`src/rtl/wb_regfile.sv`:
```
// Writeback select plus 32x32 architectural register file with two combinational read ports and a commit counter.
// Optional REGFILE_BYPASS_EN: same-cycle write-through from the writeback value to the read ports.
module wb_regfile #(
  parameter int DATA_W   = 32,
  parameter int ADDR_W   = 5,
  parameter int NUM_REGS = 32
) (
  input  logic              clk,
  input  logic              reset,
  input  logic              ctrl_regWrite_mem_wb,
  input  logic              ctrl_memToReg_mem_wb,
  input  logic [DATA_W-1:0] read_data_from_mem_mem_wb,
  input  logic [DATA_W-1:0] alu_result_mem_wb,
  input  logic [ADDR_W-1:0] write_register_mem_wb,
  input  logic [ADDR_W-1:0] read_register_1,
  input  logic [ADDR_W-1:0] read_register_2,
  output logic [DATA_W-1:0] read_data_1,
  output logic [DATA_W-1:0] read_data_2,
  output logic [DATA_W-1:0] write_data_wb,
  output logic [31:0]       wb_commit_count
);

  logic [DATA_W-1:0] regs [NUM_REGS];
  logic [31:0]       commit_cnt;
  logic              commit;

  assign write_data_wb = ctrl_memToReg_mem_wb ? read_data_from_mem_mem_wb : alu_result_mem_wb;

  // An X on the enable must never look like a write, hence the case-equality test.
  assign commit = (ctrl_regWrite_mem_wb === 1'b1) && (write_register_mem_wb != '0) && !reset;

  always_ff @(posedge clk or posedge reset) begin
    if (reset) begin
      for (int i = 0; i < NUM_REGS; i++) begin
        regs[i] <= '0;
      end
      commit_cnt <= '0;
    end else if (commit) begin
      regs[write_register_mem_wb] <= write_data_wb;
      commit_cnt                  <= commit_cnt + 32'd1;
    end
  end

  assign wb_commit_count = commit_cnt;

  always_comb begin
    read_data_1 = (read_register_1 == '0) ? '0 : regs[read_register_1];
    read_data_2 = (read_register_2 == '0) ? '0 : regs[read_register_2];
`ifdef REGFILE_BYPASS_EN
    // commit already excludes $0 and reset, so the bypass never exposes a dropped write.
    if (commit && (write_register_mem_wb == read_register_1)) begin
      read_data_1 = write_data_wb;
    end
    if (commit && (write_register_mem_wb == read_register_2)) begin
      read_data_2 = write_data_wb;
    end
`endif
  end

endmodule
```
`config.mk`:
```
export PLATFORM = sky130hd
export DESIGN_NAME = wb_regfile
export DESIGN_NICKNAME = d
export VERILOG_FILES = /design/src/rtl/wb_regfile.sv
export SDC_FILE = /design/constraint.sdc
export NUM_CORES = 2
export LEC_CHECK = 0
export ABC_AREA = 1
export CAP_MARGIN = 40
export CORE_ASPECT_RATIO = 0.6
export CORE_MARGIN = 2
export CORE_UTILIZATION = 40
export DETAILED_ROUTE_END_ITERATION = 12
export GPL_ROUTABILITY_DRIVEN = 0
export PLACE_DENSITY = 0.61
export SLEW_MARGIN = 40
export SYNTH_ARGS = -nofsm -noshare
export SYNTH_HDL_FRONTEND = slang
export SYNTH_SLANG_ARGS = --single-unit
```
`constraint.sdc`:
```
create_clock -name clk -period 33 [get_ports clk]
set_input_delay 4.95 -clock clk [delete_from_list [all_inputs] [get_ports clk]]
set_output_delay 4.95 -clock clk [all_outputs]
set_load 0.05 [all_outputs]
```
---- Word level (Yosys, flattened, before mapping) ----
Index checks and enable logic that the tools add are counted.
word-level totals
  bits in registers ....................... 1056
  input port bits ......................... 83
  output and inout port bits .............. 128
  logic and storage cells ................. 61
cells by class
  $add $sub $neg .......................... 1
  order comparisons ....................... 4
  equal/unequal tests ..................... 1
  mux-type cells .......................... 12
  bitwise gates (word level) .............. 3
  reductions and logical operators ........ 7
operators with widths
  operator               number
  $bwmux 1024            1
  $bmux 32 s5            2
  $mux 32                8
  $demux 32 s5           1
  $add 32x1->32 const B  1
  $ge 6x6->1 const B     3
  $not 5->6              3
  $logic_not 5->1        2
  $lt 6x1->1 const B     1
  $reduce_bool 5->1      1
  $logic_and 1x1->1      3
  $eqx 1x1->1 const B    1
  $logic_not 1->1        1

---- Longest topological paths before layout ----
  word-level depth ........................ 6
  mapped depth ............................ 13
  gate-level depth less buffers ........... 11

---- Worst setup path before layout ----
OpenSTA, ideal clock, no wires.
  path kind ............................... in2out
  start point ............................. input read_register_1[0]
  end point ............................... output read_data_1[26]
  arrival ................................. 6.864 ns
  data required time ...................... 28.050 ns
  path slack .............................. 21.186 ns
  cell stages on the path ................. 11
  path buffers ............................ 4
  cell sequence ........................... buf_2 > inv_1 > buf_2 > clkbuf_1 > clkbuf_1 > o211ai_1 > nand3_1 > nand2_1 > nor2_1 > nor2_1 > nor2_1
on the way
  cells in the longest elaborated chain, start to end .. 5
  elaborated cells on any way between the ends .. 6
  those cells by class .................... mux: 4; bitwise: 1; reduce/logical: 1
ends and longest elaborated chain
  item                                         line  source
  from (decl)                                  15    input logic [ADDR_W-1:0] read_register_1,
  $not 5->6 (not written as such)              47    read_data_1 = (read_register_1 == '0) ? '0 : regs[read_register_1];
  $bmux 32 s5                                  47
  $mux 32 (not written as such) (2 in series)  47
  $mux 32 (*)                                  47
  to (decl)                                    17    output logic [DATA_W-1:0] read_data_1,
Every way passes the cells marked *; elsewhere a longest branch is shown, timed or not. The select of a mux whose other input is x is not followed.

---- Worst setup path in the final report ----
  start point ............................. input read_register_1[0]
  end point ............................... output read_data_1[20]
The elaborated chain is that of the path after synthesis.

==> summary.txt <==
Final layout
  – Sequential cell area: 0.0264 mm²
  – Filler Cells Inserted: 14,996
  – Area Overhead vs Synth: 12.0%
  – Final design area excluding fillers: 0.0667 mm²
  – Multi-input combinational cell area: 0.0284 mm²
  – Share of layout cells above drive strength 1: roughly 4.8%
  – Final net count: about 8,400
  – Finished Core Util: 45.2%
  – Final cell count without fillers: roughly 10,000

Clock tree
  – TritonCTS Sinks: ~1,100
  – CTS tree: done
  – CTS root buffer: clkbuf_16
  – Post-CTS Setup Bufs: 0
  – Number of CTS-inserted buffers: 106
  – CTS H-tree lvls: 3
  – Hold-fix buffers, CTS: 0
  – Clock latency of the later-clocked register in the worst-skew pair: around 740 ps
  – Maximum count of clock buffers along a single path: 3
  – Total of cells resized after clock tree synthesis: 0
  – Clk slew on worst S/H paths: approximately 60 ps

Floorplan
  – Total Die Area: about 0.15 mm²
  – Height of the die: roughly 300 µm
  – Floorplan Core Area: approximately 0.15 mm²
  – # rows: between 100 and 150
  – Initial standard-cell utilization of the core: 40.3%
  – Die width: approximately 500 µm
  – Number of I/O pins: around 210

Synth
  – Number of distinct library cells after synthesis: 32
  – Post-synth net total: around 8,700
  – Area share of the largest cell type after synthesis: around 44%
  – Fraction of the yosys area taken by sequential cells: between 40% and 50%
  – Most frequently used flop master after synthesis: dfrtp_1
  – Main area contributors after synthesis: dfrtp_1, nand2_1, o21ai_0
  – Fraction of synthesis flops using an asynchronous set or reset pin: between 90% and 100%
  – Most numerous cell types in the synthesized netlist: nand2_1, o21ai_0, dfrtp_1
  – Count of mapped cells out of synthesis: around 8,700
  – Average cell area after synthesis: 6.88 µm²
  – Synth Warn #: 0
  – EDFF count, synth: 0
  – Synthesized area: ~0.060 mm²
  – Count of state elements after synthesis: approximately 1,100
  – Most frequently used cell type in the post-synthesis netlist: nand2_1
  – Post-synthesis cell type with the largest combined area: dfrtp_1

Worst setup path
  – Kind of launch point of the worst setup path: input pin
  – Maximum net fanout on the critical path: 165
  – Sort of element at the end of the critical path: output pin
  – Crit path arrival time: around 10000 ps
  – CP Class: input pin to output pin
  – Crit path required time: roughly 28,000 ps

Power
  – Power density over the cells: about 57 mW/mm²
  – Cell leakage power: 31.0 nW
  – Peak ir drop on the vdd network: 0.0405 mV

Global routing
  – Number of global-route vias before repair: between 50,000 and 60,000
  – Overall fraction of global-route tracks in use: between 30% and 40%
  – Wire length of the first global-routing pass: 370,000 µm
  – Largest net degree at the start of global routing: ~170
  – Overflow after GRT: 0
  – Initial antenna violation count: 2

STA
  – Unrepaired setup endpoints after global routing: no
  – Worst Tran Pin Value: about 940 ps
  – Post-Route Skew: roughly 8.6 ps
  – Worst relative slew slack: 37.1%
  – Fin. max-slew vios: 0
  – Crit share post-route: roughly 45%
  – Final worst path period need: 14,850 ps
  – Final Setup Violations: 0
  – Setup TNS: 0 ps
  – Achievable clock frequency: 67.3 MHz
  – Number of hold violations in the final report: 0

Worst hold path
  – Path class of the lowest-slack min-delay path: flop to flop

Detailed routing
  – # DRC: 0
  – Final WL: between 200,000 and 250,000 µm
  – Remaining number of nets flagged by the antenna check after routing: 0
  – Total number of vias: 60,240
  – Detailed-route vias per instance: 5.77
  – Router iterations before antenna repair: 8
  – Number of DRC markers in iteration 0: 8,935
  – Post-detailed-route wirelength per cell: 23.6 µm

Job
  – Max-cap check violation count: 0

Placed design
  – Number of buffer cells added on primary ports: 210
  – HPWL reported at the end of detailed placement: 131,000 µm
  – Instance area after placement: between 0.06 and 0.07 mm²
  – Number of placed instances, taps included: between 10,000 and 15,000

Status
  – Result of the run: finished clean
[worst paths after layout]
kind / slack [ps] / end / startpoint / cells past startpoint
worst max-delay path: 18150 / read_data_1[20] / read_register_1[0] / 12
worst min-delay path: 400 / regs[1007] / regs[1007] / 0
worst max register to register: 30920 / wb_commit_count[30] / wb_commit_count[1] / 10
worst min register to register: 400 / regs[1007] / regs[1007] / 0
max in group asynchronous: 25990 / regs[291] / reset / 6
min in group asynchronous: 4520 / regs[978] / reset / 2
[area by class of cell]
cell class / instances / share of cell area [%]
inverters: 532 / 3.07
flip-flops and latches: 1056 / 39.6
diodes: 1 / 0.00375
clock buffers: 139 / 4.56
multi-input cells: 6307 / 42.6
well taps: 1998 / 3.75
clock inverters: 61 / 1.01
repair buffers: 354 / 5.37
[kinds of logic after synthesis]
| family | count (synthesis) | share of synthesized area [%] |
|---|---|---|
| xor+xnor | 22 | 0.324 |
| buf+inv | 1288 | 8.32 |
| flops | 1056 | 44.4 |
| simple gates | 4669 | 31.8 |
| fa+ha+maj | 1 | 0.0210 |
| compound gates | 1615 | 15.1 |
[power breakdown]
group,switching [mW],total [mW],internal (mW)
sequential,0.150,1.65,1.50
combinational,0.534,0.794,0.260
clock,0.575,1.32,0.744
total,1.26,3.77,2.51
[per-layer routing]
metal | up-vias | wire length, µm | global-route usage (%)
met4 | 2 | 10700 | 12.8
met5 | - | 7 | 0
li1 | 27345 | - | -
met2 | 3743 | 104000 | 48.3
met1 | 28521 | 103000 | 44.7
met3 | 629 | 28800 | 7.39
[cell usage in the layout, fill, tap and decap left out, types with 5 or more instances in the layout]
cell type / synthesis / final
bufinv_16: 0 / 12
buf_12: 0 / 10
dfrtp_1: 1056 / 1056
clkinv_2: 0 / 36
nor3_1: 20 / 18
inv_2: 4 / 6
clkbuf_8: 0 / 23
clkbuf_1: 623 / 9
nor2_1: 421 / 418
clkinvlp_4: 0 / 9
nand4_1: 5 / 5
clkdlybuf4s50_1: 0 / 199
buf_4: 3 / 97
nand2_1: 3216 / 3216
nand2_4: 1 / 16
buf_16: 0 / 7
buf_6: 0 / 33
clkbuf_16: 0 / 108
inv_1: 525 / 518
a21oi_1: 103 / 103
o21ai_1: 22 / 44
buf_8: 0 / 5
o211ai_1: 362 / 362
nand3_1: 966 / 965
nor2_4: 2 / 13
o21ai_0: 1124 / 1096
xor2_1: 18 / 18
[worst max-delay path: stages]
cell,delay [ps]
buf_8,200
inv_12,590
buf_12,700
buf_4,730
buf_4,670
o211ai_1,150
nand3_1,110
nand2_1,60
nor2_1,110
nor2_1,50
nor2_1,420
clkdlybuf4s50_1,900
[sequential cells by signal, indices dropped and copies added (netlist names)]
name             count
regs              1024
wb_commit_count     32
[metrics by stage]
stage	hold slack, ps	setup WS [ps]	power [mW]
after floorplan	451	13490	2.19
after detailed placement	389	18320	2.45
final	404	18150	3.77
after global routing	416	18040	3.96
after global placement	387	18150	2.43
after CTS	402	18310	3.76
Note: power is estimated with default switching activity, not from simulation.
